$ cat config.mk
export PLATFORM = sky130hd
export DESIGN_NAME = display_scan_mux
export DESIGN_NICKNAME = d
export VERILOG_FILES = /design/src/rtl/display_scan_mux.sv
export SDC_FILE = /design/constraint.sdc
export NUM_CORES = 1
export LEC_CHECK = 0
export ABC_CLOCK_PERIOD_IN_PS = 4400
export BUFFER_PORTS_ARGS = -buffer_cell sky130_fd_sc_hd__buf_2
export CAP_MARGIN = 25
export CORE_AREA = 2 2 79 157
export CTS_BUF_LIST = sky130_fd_sc_hd__clkbuf_16
export DETAILED_ROUTE_END_ITERATION = 8
export DIE_AREA = 0 0 81 159
export GPL_TIMING_DRIVEN = 0
export PLACE_DENSITY = 0.59
export RECOVER_POWER = 100
export SLEW_MARGIN = 40
export SYNTH_ARGS = -nofsm -noshare
export SYNTH_HDL_FRONTEND = slang
export SYNTH_SLANG_ARGS = --single-unit
$ cat constraint.sdc
create_clock -name clk -period 4.4 [get_ports clk]
set_input_delay 0.66 -clock clk [delete_from_list [all_inputs] [get_ports clk]]
set_output_delay 0.66 -clock clk [all_outputs]
set_load 0.01 [all_outputs]
$ cat src/rtl/display_scan_mux.sv
// Seven-segment driver for N hex digits: continuous multiplexed scan or pulse-stepped sequential presentation.
// Latency: state/idx update on the clock edge that samples load/step; AN/SEG/DP follow one cycle later.
// Backpressure: none; load/step are single-cycle pulses, enable=0 blanks the display and freezes divider/stepping.
//
// Ports:
//   clk     system clock, rising edge
//   reset   asynchronous active-low reset
//   load    latch value/dp_in and (re)start the mode selected by 'mode'
//   value   hex nibbles, digit i = value[4i+3:4i]
//   dp_in   decimal point request per digit (1 = lit)
//   mode    0 = continuous scan, 1 = sequential step (sampled on load)
//   step    advance one digit in sequential mode
//   enable  0 forces the display dark, counters hold
//   SEG     segments {g,f,e,d,c,b,a}, active-low
//   DP      decimal point, active-low
//   AN      anodes, active-low, at most one low
//   busy    high while a sequential presentation runs
//   done    one-cycle pulse when a sequential presentation ends

module display_scan_mux #(
    parameter int N_DIGITS    = 8,
    parameter int SCAN_DIV    = 100000,
    parameter int BLANK_ZEROS = 1
) (
    input  logic                    clk,
    input  logic                    reset,
    input  logic                    load,
    input  logic [4*N_DIGITS-1:0]   value,
    input  logic [N_DIGITS-1:0]     dp_in,
    input  logic                    mode,
    input  logic                    step,
    input  logic                    enable,
    output logic [6:0]              SEG,
    output logic                    DP,
    output logic [N_DIGITS-1:0]     AN,
    output logic                    busy,
    output logic                    done
);

    localparam int IW = (N_DIGITS > 1) ? $clog2(N_DIGITS) : 1;
    localparam int DW = $clog2(SCAN_DIV);

    localparam logic [IW-1:0] IDX_LAST = IW'(N_DIGITS - 1);
    localparam logic [DW-1:0] DIV_LAST = DW'(SCAN_DIV - 1);

    typedef enum logic [1:0] {
        IDLE = 2'd0,
        SCAN = 2'd1,
        SEQ  = 2'd2
    } state_t;

    state_t                  state;
    logic [IW-1:0]           idx;
    logic [DW-1:0]           divider;
    logic [4*N_DIGITS-1:0]   val_reg;
    logic [N_DIGITS-1:0]     dp_reg;

    // Active-low hex decode, bit order {g,f,e,d,c,b,a}.
    function automatic logic [6:0] hex7(input logic [3:0] n);
        logic [6:0] s;
        case (n)
            4'h0:    s = 7'b1000000;
            4'h1:    s = 7'b1111001;
            4'h2:    s = 7'b0100100;
            4'h3:    s = 7'b0110000;
            4'h4:    s = 7'b0011001;
            4'h5:    s = 7'b0010010;
            4'h6:    s = 7'b0000010;
            4'h7:    s = 7'b1111000;
            4'h8:    s = 7'b0000000;
            4'h9:    s = 7'b0010000;
            4'hA:    s = 7'b0001000;
            4'hB:    s = 7'b0000011;
            4'hC:    s = 7'b1000110;
            4'hD:    s = 7'b0100001;
            4'hE:    s = 7'b0000110;
            default: s = 7'b0001110;
        endcase
        return s;
    endfunction

    // ------------------------------------------------------------------
    // Control FSM. load wins over everything else, including a step or a
    // divider wrap in the same cycle; it is honoured even with enable=0.
    // busy is high exactly while the FSM sits in SEQ.
    // ------------------------------------------------------------------
    always_ff @(posedge clk or negedge reset) begin
        if (!reset) begin
            state   <= IDLE;
            idx     <= '0;
            divider <= '0;
            val_reg <= '0;
            dp_reg  <= '0;
            busy    <= 1'b0;
            done    <= 1'b0;
        end else begin
            done <= 1'b0;
            if (load) begin
                val_reg <= value;
                dp_reg  <= dp_in;
                idx     <= '0;
                divider <= '0;
                if (mode) begin
                    state <= SEQ;
                    busy  <= 1'b1;
                end else begin
                    state <= SCAN;
                    busy  <= 1'b0;
                end
            end else if (enable) begin
                case (state)
                    SCAN: begin
                        if (divider == DIV_LAST) begin
                            divider <= '0;
                            idx     <= (idx == IDX_LAST) ? '0 : idx + 1'b1;
                        end else begin
                            divider <= divider + 1'b1;
                        end
                    end
                    SEQ: begin
                        if (step) begin
                            if (idx == IDX_LAST) begin
                                state <= IDLE;
                                idx   <= '0;
                                busy  <= 1'b0;
                                done  <= 1'b1;
                            end else begin
                                idx <= idx + 1'b1;
                            end
                        end
                    end
                    default: ;
                endcase
            end
        end
    end

    // ------------------------------------------------------------------
    // Digit decode from the current idx/state; registered below so every
    // pin is glitch-free and lags the control state by one cycle.
    // ------------------------------------------------------------------
    logic [N_DIGITS-1:0] an_d;
    logic [6:0]          seg_d;
    logic                dp_d;
    logic [N_DIGITS-1:0] lead_zero;   // lead_zero[i]: nibbles i..N-1 are all zero
    logic                zacc;
    logic [3:0]          nib_sel;
    logic                dp_sel;
    logic                lz_sel;
    logic                blank;

    always_comb begin
        an_d      = '1;
        seg_d     = 7'h7F;
        dp_d      = 1'b1;
        lead_zero = '0;
        zacc      = 1'b1;
        nib_sel   = 4'h0;
        dp_sel    = 1'b0;
        lz_sel    = 1'b0;
        blank     = 1'b0;

        // Walk from the most significant digit down, accumulating "all zero so far".
        for (int i = N_DIGITS - 1; i >= 0; i--) begin
            zacc         = zacc & (val_reg[4*i +: 4] == 4'h0);
            lead_zero[i] = zacc;
        end

        for (int i = 0; i < N_DIGITS; i++) begin
            if (idx == IW'(i)) begin
                nib_sel = val_reg[4*i +: 4];
                dp_sel  = dp_reg[i];
                lz_sel  = lead_zero[i];
            end
        end

        // Digit 0 is never blanked so a zero value still shows a single '0'.
        // A blanked digit keeps its anode low so scan timing is unchanged.
        blank = (BLANK_ZEROS != 0) && (idx != '0) && lz_sel;

        if (enable && (state != IDLE)) begin
            for (int i = 0; i < N_DIGITS; i++) begin
                an_d[i] = (idx != IW'(i));
            end
            seg_d = blank ? 7'h7F : hex7(nib_sel);
            dp_d  = ~dp_sel;
        end
    end

    always_ff @(posedge clk or negedge reset) begin
        if (!reset) begin
            AN  <= '1;
            SEG <= 7'h7F;
            DP  <= 1'b1;
        end else begin
            AN  <= an_d;
            SEG <= seg_d;
            DP  <= dp_d;
        end
    end

endmodule

==> run summary, run 1 <==
Sequential Area = 1997 µm²
Multi-input gate area = 1862 µm²
Total GRT Usage = 0.1767
Setup CP Type = reg2reg
Initial antenna violation count = 0
Final Wtd Congestion = 0.8811
Most frequent cells in the layout = dfrtp_1 (63), buf_2 (45), nand2_1 (45), clkbuf_1 (37), mux2_2 (34)
Post-synth ARST share = 1.000
Syn-to-layout area delta = 18.80%
Vias = 3160
DR WL/cell = 17.22 µm
Slew Limit Fails = 46
RSZ-0062 raised after global routing = no
Unique cell type count in the Yosys netlist = 57
Vias in the first global route = 3333
Drt drc = 0
Grt ovf = 0
Worst-path clk slew = 0.06 ns
Post-Layout Inst Area = 4783 µm²
Die span in x = 81 µm
Crit end category = flop
Commonest non-fill, non-tap cell in the layout = dfrtp_1
Register area share after synthesis = 0.4960
Total Wirelength = 10580 µm
CP max stage delay = 0.47 ns
Setup Buffers After CTS = 0
Biggest area consumer among synthesized cells = dfrtp_1
Setup TNS = 0 ns
Number of diodes = 0
DP HPWL = 8364 µm
Syn nets = 447
IO Port Bufs = 63
Largest net degree at the start of global routing = 47
Synth top area share = 0.3915
Period utilization = 0.8028
Hold Path Class = in2reg
Slew HR = -0.6231
Max Fclk = 283.1 MHz
Max Root-Sink Buffers = 2
# IOs = 64
Final Setup Violations = 0
Crit-path cells = buf_2 -> inv_1 -> ha_1 -> clkbuf_1 -> a2111oi_0 -> o22ai_1 -> a21oi_1 -> inv_1 -> ha_1 -> mux2_1 -> mux2i_1 -> nand2_1
Routed Antenna Nets = 0
Starting Density = 0.3462
Post-CTS sizing = 0
Row cnt = 56
VDD IR max = 0.2656 mV
First-pass GRT wire length = 17100 µm
Pre-antenna DRT Iters = 4
Starting DRT DRC Count = 123
Dpl cell area = 4549 µm²
Post-CTS Hold Buffers = 0
Slew @ Worst Pin = 2.435 ns
Type of origin of the critical path = flop
CTS tree = done
Final Hold Viols = 0
Post-synthesis cell count = 389
Endpoint required time on the critical path = 4.63 ns
Nets = 522
Crit-path max FO = 10
CP max stage cell = a2111oi_0
Post-Syn Area per Cell = 10.35 µm²
FF+latch count, synth = 79
WP data arrival = 3.76 ns
Total CTS buffers = 9
PwrDens = 453.3 nW/µm²
Chip Height = 159 µm
Die area = 12880 µm²
CTS root buf = clkbuf_16
Filler cells = 1239
Clk sinks = 79
Min Clock Period, post-route = 3.532 ns
Mapped Area = 4026 µm²
EDFF count, synth = 0
Status = finished with violations
Worst Clk Skew = 0.007077 ns
Max-cap violations = 1
H-tree depth = 3
Lkg Pwr = 2.046 nW
Share of cells above drive strength 1 = 0.2473
Synth Warn # = 0
Failing checks = capacitance limit, slew limit
Ranking of synthesized cells by area = dfrtp_1 (39%), dfstp_2 (10%), mux2_2 (9.5%), nand2_1 (4.2%), ha_1 (3.7%)
Number of vias per cell = 5.147
Worst-skew pair later-pin latency = 0.33 ns
Max reg flops = 32
Main synth FF type = dfrtp_1
Core ar. = 11630 µm²
## worst max-delay path: cells and delay by family, from the launching register on
kind	cells	cell delay, ns
AOI/OAI and AO/OA	3	1.14
buffers and inverters	4	0.86
adders and majority gates	2	0.58
muxes	2	0.43
DFF	1	0.35
and+or+nand+nor	1	0.07
## per-layer routing
metal | vias up | global-route usage | part of all wire
li1 | 1530 | - | -
met1 | 1547 | 0.1814 | 0.36
met2 | 64 | 0.3310 | 0.58
met3 | 19 | 0.03061 | 0.030
met4 | 0 | 0.08166 | 0.037
met5 | - | 0 | 0
## where the power goes
group          total (mW)  internal, mW  switching, mW
sequential          0.874         0.825         0.0497
combinational       0.561         0.230          0.331
clock               0.733         0.439          0.294
## Yosys cell counts (all sizes together) (4+ instances only)
cell type	count
a21oi	15
a31oi	6
and3	5
buf	12
clkbuf	8
dfrtp	63
dfstp	16
ha	12
inv	14
mux2	35
mux2i	4
nand2	45
nand3	17
nand3b	4
nor2	24
nor2b	9
nor4	7
o21a	4
o21ai	30
o22ai	4
xor2	9
## final cells by class
cell class | count | area share
Buffer | 20 | 0.01779
Clock buffer | 9 | 0.04708
Clock inverter | 7 | 0.01465
Inverter | 14 | 0.01099
Multi-Input combinational cell | 276 | 0.3892
Sequential cell | 79 | 0.4175
Tap cell | 145 | 0.03793
Timing Repair Buffer | 64 | 0.06487
## metrics by stage
| stage | setup slack [ns] | power [mW] | utilization | hold slack, ns | cells |
|---|---|---|---|---|---|
| 3_5_place_dp | 1.418 | 1.476 | 0.3911 | 0.5067 | 598 |
| 6_report | 0.8679 | 2.168 | 0.4113 | 0.5171 | 614 |
| 5_1_grt | 0.6006 | 2.289 | 0.4113 | 0.5196 | 614 |
| 4_1_cts | 1.388 | 2.219 | 0.4165 | 0.2555 | 614 |
| 2_1_floorplan | 1.886 | 1.283 | - | 0.3644 | 389 |
| 3_3_place_gp | 1.433 | 1.457 | 0.3889 | 0.4889 | 597 |
## final timing paths
kind                       startpoint  slack [ns]  depth (start not counted)     endpoint
max                            idx[2]        0.87                         12       SEG[3]
min                              mode        0.52                          2     state[0]
max reg2reg                    idx[2]        0.87                         12       SEG[3]
min reg2reg                 dp_reg[7]        0.52                          1    dp_reg[7]
max in group asynchronous       reset        1.94                          1  val_reg[28]
min in group asynchronous       reset        1.07                          1         done
## cells by family after synthesis
logic type	Yosys count	share of synthesized area
flops	79	0.4960
compound gates	81	0.1324
mux	39	0.1078
xor+xnor	11	0.02393
fa+ha+maj	12	0.03729
simple gates	133	0.1644
buf+inv	34	0.03822
Power figures use the tool's default switching activity.
==> inputs of run 2 (changes only) <==
--- a/config.mk
+++ b/config.mk
@@ -5,7 +5,7 @@
 export SDC_FILE = /design/constraint.sdc
 export NUM_CORES = 1
 export LEC_CHECK = 0
-export ABC_CLOCK_PERIOD_IN_PS = 4400
+export ABC_CLOCK_PERIOD_IN_PS = 3500
 export BUFFER_PORTS_ARGS = -buffer_cell sky130_fd_sc_hd__buf_2
 export CAP_MARGIN = 25
 export CORE_AREA = 2 2 79 157
==> constraint.sdc (replaced) <==
create_clock -name clk -period 3.5 [get_ports clk]
set_input_delay 0.525 -clock clk [delete_from_list [all_inputs] [get_ports clk]]
set_output_delay 0.525 -clock clk [all_outputs]
set_load 0.01 [all_outputs]
==> run summary, run 2 (same netlist as run 1, synthesis figures left out) <==
Status = finished with violations
Failing checks = capacitance limit, slew limit
Sequential Area = 1997 µm²
Crit-path max FO = 10
Power share of the sequential group = 0.402
Die area = 12880 µm²
Starting Density = 0.3462
Worst-skew pair later-pin latency = 0.33 ns
Chip Height = 159 µm
Setup CP Type = reg2reg
Crit path from = idx[2]
R2R cell count = 12
PwrDens = 571.3 nW/µm²
Worst R2R Setup Slack = 0.49 ns
Crit-path cells = buf_2 -> inv_2 -> ha_1 -> buf_2 -> a2111oi_2 -> o22ai_1 -> a21oi_2 -> inv_1 -> ha_1 -> mux2_1 -> mux2i_1 -> nand2_1
Lkg Pwr = 2.054 nW
Max Root-Sink Buffers = 2
Clk sinks = 79
Largest net degree at the start of global routing = 47
Hold Path Class = in2reg
Row cnt = 56
CP max stage delay = 0.35 ns
Vias = 3181
Period utilization = 0.8614
Most frequent cells in the layout = dfrtp_1 (63), buf_2 (47), nand2_1 (45), clkbuf_1 (34), mux2_2 (34)
Total GRT Usage = 0.1767
Total CTS buffers = 9
Post-CTS sizing = 0
Syn-to-layout area delta = 18.83%
Commonest non-fill, non-tap cell in the layout = dfrtp_1
Nets = 522
H-tree depth = 3
Max Fclk = 331.7 MHz
Multi-input gate area = 1872 µm²
CTS root buf = clkbuf_16
Vias in the first global route = 3333
Clock group share of total power = 0.337
Worst-path clk slew = 0.06 ns
# IOs = 64
Routed Antenna Nets = 0
CP Capture Point = SEG[3]
Final Wtd Congestion = 0.8811
First-pass GRT wire length = 17100 µm
Min Clock Period, post-route = 3.015 ns
Worst R2R Start = idx[2]
Slew Limit Fails = 47
Dpl cell area = 4549 µm²
Crit end category = flop
VDD IR max = 0.3354 mV
Int Pwr = 1.883 mW
Post-CTS Hold Buffers = 0
Worst Clk Skew = 0.009091 ns
WP data arrival = 3.25 ns
Final Setup Violations = 0
Die span in x = 81 µm
Crit Reg-Reg Endpoint = SEG[3]
CP max stage cell = dfrtp_1
DR WL/cell = 17.19 µm
Initial antenna violation count = 0
Drt drc = 0
Post-Layout Inst Area = 4785 µm²
Setup TNS = 0 ns
Share of cells above drive strength 1 = 0.2601
Filler cells = 1239
Gate power share = 0.261
Final Hold Viols = 0
Core ar. = 11630 µm²
Type of origin of the critical path = flop
Number of diodes = 0
RSZ-0062 raised after global routing = no
Setup Buffers After CTS = 0
IO Port Bufs = 63
Total Wirelength = 10550 µm
Max-cap violations = 1
Slew @ Worst Pin = 2.356 ns
DP HPWL = 8364 µm
CTS tree = done
Endpoint required time on the critical path = 3.73 ns
Grt ovf = 0
Pre-antenna DRT Iters = 4
Sw frac = 0.3110
Starting DRT DRC Count = 110
Max reg flops = 32
Sw Pwr = 850.1 µW
Slew HR = -0.5709
Number of vias per cell = 5.181
[run 2: cell count changes in the layout (fill, tap and decap cells not counted)]
| cell | change |
|---|---|
| clkbuf_2 | +1 |
| buf_4 | +1 |
| buf_2 | +2 |
| a21oi_1 | -1 |
| a2111oi_0 | -1 |
| clkbuf_1 | -3 |
| a21oi_2 | +1 |
| a2111oi_2 | +1 |
| inv_1 | -1 |
| buf_12 | -1 |
| inv_2 | +1 |
[run 2: per-stage QoR]
stage / setup WS, ns / hold WS, ns / util / power (mW) / cells
after floorplan: 0.9859 / 0.2294 / - / 1.613 / 389
after global placement: 0.5334 / 0.4889 / 0.3889 / 1.831 / 597
after detailed placement: 0.5179 / 0.4807 / 0.3911 / 1.855 / 598
after CTS: 0.4876 / 0.1205 / 0.4165 / 2.789 / 614
after global routing: 0.1467 / 0.3846 / 0.4114 / 2.888 / 614
final: 0.4851 / 0.3807 / 0.4114 / 2.733 / 614
[run 2: power by group through the flow]
stage	logic, mW	clock network [mW]	registers [mW]
finish	0.713	0.921	1.10
floorplan	0.495	0	1.12
detailed placement	0.740	0	1.11
global route	0.791	0.988	1.11
CTS	0.744	0.947	1.10
global placement	0.720	0	1.11
[run 2: final cells by class]
type	count	share of cell area
multi-input combinational	276	0.3912
tap	145	0.03792
clock buffer	9	0.04707
sequential	79	0.4174
clock inverter	7	0.01464
buffer	20	0.01909
inverter	14	0.01098
timing repair buffer	64	0.06172
[run 2: routing by layer]
layer / wire length [µm] / share of wire / GRT usage / vias up
met3: 308 / 0.029 / 0.03061 / 20
met5: 0 / 0 / 0 / -
met1: 3786 / 0.36 / 0.1814 / 1566
met4: 407 / 0.039 / 0.08166 / 0
met2: 6050 / 0.57 / 0.3310 / 62
li1: - / - / - / 1533
[run 2: how the worst min path moves through the flow]
stage                    start          to  slack [ns]  depth (start not counted)
floorplan                reset        busy        0.23                          0
global placement    divider[3]  divider[3]        0.49                          1
detailed placement       reset        done        0.48                          1
CTS                      reset        done        0.12                          1
global route              mode    state[0]        0.38                          2
finish                    mode    state[0]        0.38                          2
[run 2: critical path, delay by kind of cell (launching register included)]
family	cells	cell delay, ns
adders and majority gates	2	0.54
muxes	2	0.42
buffers and inverters	4	0.73
DFF	1	0.35
and+or+nand+nor	1	0.08
AOI/OAI and AO/OA	3	0.81
==> inputs of run 3 (changes only) <==
--- a/config.mk
+++ b/config.mk
@@ -5,7 +5,7 @@
 export SDC_FILE = /design/constraint.sdc
 export NUM_CORES = 1
 export LEC_CHECK = 0
-export ABC_CLOCK_PERIOD_IN_PS = 3500
+export ABC_CLOCK_PERIOD_IN_PS = 3250
 export BUFFER_PORTS_ARGS = -buffer_cell sky130_fd_sc_hd__buf_2
 export CAP_MARGIN = 25
 export CORE_AREA = 2 2 79 157
==> constraint.sdc (replaced) <==
create_clock -name clk -period 3.25 [get_ports clk]
set_input_delay 0.4875 -clock clk [delete_from_list [all_inputs] [get_ports clk]]
set_output_delay 0.4875 -clock clk [all_outputs]
set_load 0.01 [all_outputs]
==> run summary, run 3 (same netlist as run 1, synthesis figures left out) <==
Status = finished with violations
Failing checks = capacitance limit, slew limit
Setup CP Type = reg2reg
RSZ-0062 raised after global routing = no
Hold path start = mode
Slew @ Worst Pin = 2.439 ns
Commonest non-fill, non-tap cell in the layout = dfrtp_1
Starting DRT DRC Count = 122
IO Port Bufs = 63
Initial antenna violation count = 0
CP Capture Point = SEG[3]
CP max stage cell = dfrtp_1
Post-CTS sizing = 0
Period utilization = 0.9096
Hold Path Class = in2reg
Met2 Resource Use GR = 0.3310
Setup TNS = 0 ns
Row cnt = 56
CP max stage delay = 0.35 ns
Placed insts = 598
Filler cells = 1235
Final Wtd Congestion = 0.8811
Worst Clk Skew = 0.007874 ns
Number of vias per cell = 5.130
Worst R2R Setup Slack = 0.29 ns
PwrDens = 616.0 nW/µm²
Sw Pwr = 921.8 µW
M1 GR Usage = 0.1814
Largest net degree at the start of global routing = 47
Max Root-Sink Buffers = 2
# IOs = 64
Number of diodes = 0
Crit Reg-Reg Endpoint = SEG[3]
Routed Antenna Nets = 0
Max-cap violations = 1
Final Hold Viols = 0
Dpl cell area = 4549 µm²
Multi-input gate area = 1872 µm²
Sw frac = 0.3108
DP HPWL = 8364 µm
Die span in x = 81 µm
Worst R2R Start = idx[2]
First-pass GRT wire length = 17100 µm
Max reg flops = 32
Vias in the first global route = 3333
Vias = 3160
WP data arrival = 3.19 ns
Total Wirelength = 10590 µm
Post-CTS Hold Buffers = 0
Share of cells above drive strength 1 = 0.2633
Tot Pwr = 2.966 mW
H-tree depth = 3
Worst-path clk slew = 0.06 ns
Worst-skew pair later-pin latency = 0.33 ns
Slew Limit Fails = 46
Most frequent cells in the layout = dfrtp_1 (63), buf_2 (47), nand2_1 (45), clkbuf_1 (34), mux2_2 (34)
Endpoint required time on the critical path = 3.48 ns
Global Route met3 Usage = 0.03061
DR WL/cell = 17.19 µm
VDD IR max = 0.3602 mV
CTS tree = done
Chip Height = 159 µm
Crit-path max FO = 10
Final cell count without fillers = 616
Slew HR = -0.6258
Total CTS buffers = 9
Core ar. = 11630 µm²
Pre-antenna DRT Iters = 4
Crit-path cells = buf_2 -> inv_2 -> ha_1 -> buf_2 -> a2111oi_2 -> o22ai_1 -> a21oi_2 -> inv_1 -> ha_1 -> mux2_1 -> mux2i_1 -> nand2_1
Lkg Pwr = 2.069 nW
R2R cell count = 12
Min Clock Period, post-route = 2.956 ns
Int Pwr = 2.044 mW
Die area = 12880 µm²
Crit path from = idx[2]
Clock group share of total power = 0.335
Grt ovf = 0
Syn-to-layout area delta = 19.58%
Busiest metal layer after global routing = met2
CTS root buf = clkbuf_16
Sequential Area = 1997 µm²
Starting Density = 0.3462
Total GRT Usage = 0.1767
Gate power share = 0.266
Type of origin of the critical path = flop
Power share of the sequential group = 0.399
Nets = 524
Post-Layout Inst Area = 4815 µm²
Final Setup Violations = 0
Max Fclk = 338.3 MHz
Crit end category = flop
Clk sinks = 79
Drt drc = 0
## run 3: worst min path at each step
| stage | to | slack, ns | cells past startpoint |
|---|---|---|---|
| after floorplan | busy | 0.19 | 0 |
| after global placement | divider[3] | 0.49 | 1 |
| after detailed placement | done | 0.44 | 1 |
| after CTS | done | 0.08 | 1 |
| after global routing | state[0] | 0.35 | 2 |
| final | state[0] | 0.34 | 2 |
## run 3: power groups by stage
| stage | clock (mW) | sequential (mW) | combinational, mW |
|---|---|---|---|
| floorplan | 0 | 1.20 | 0.534 |
| CTS | 1.02 | 1.18 | 0.801 |
| finish | 0.993 | 1.18 | 0.789 |
| global placement | 0 | 1.20 | 0.775 |
| global route | 1.06 | 1.19 | 0.874 |
| detailed placement | 0 | 1.20 | 0.797 |
## run 3: critical path: cells and delay by family (launching register included)
| family | cells | cell delay, ns |
|---|---|---|
| fa+ha+maj | 2 | 0.53 |
| compound gates | 3 | 0.76 |
| flops | 1 | 0.35 |
| mux | 2 | 0.43 |
| buf+inv | 4 | 0.71 |
| simple gates | 1 | 0.08 |
## run 3: layout make-up
class | instances | area share
buffer | 20 | 0.01897
clock buffer | 9 | 0.04678
clock inverter | 7 | 0.01455
inverter | 14 | 0.01091
multi-input combinational | 276 | 0.3888
sequential | 79 | 0.4148
tap | 145 | 0.03768
timing repair buffer | 66 | 0.06757
## run 3: per-stage QoR
stage	worst slack, ns	hold WS (ns)	utilization
CTS	0.2376	0.08304	0.4165
global route	0.02275	0.3471	0.4139
global placement	0.2834	0.4889	0.3889
floorplan	0.7359	0.1919	-
finish	0.2939	0.3430	0.4139
detailed placement	0.2679	0.4432	0.3911
## run 3: layer usage
layer  wire, µm  share of wire
met3        315          0.030
met1       3786           0.36
met4        402          0.038
met5          0              0
met2       6085           0.57
## run 3: repair_timing
item                                    CTS  global route
setup buffers                             0             2
endpoints found under the setup margin    0             1
endpoints found under the hold margin     0             0
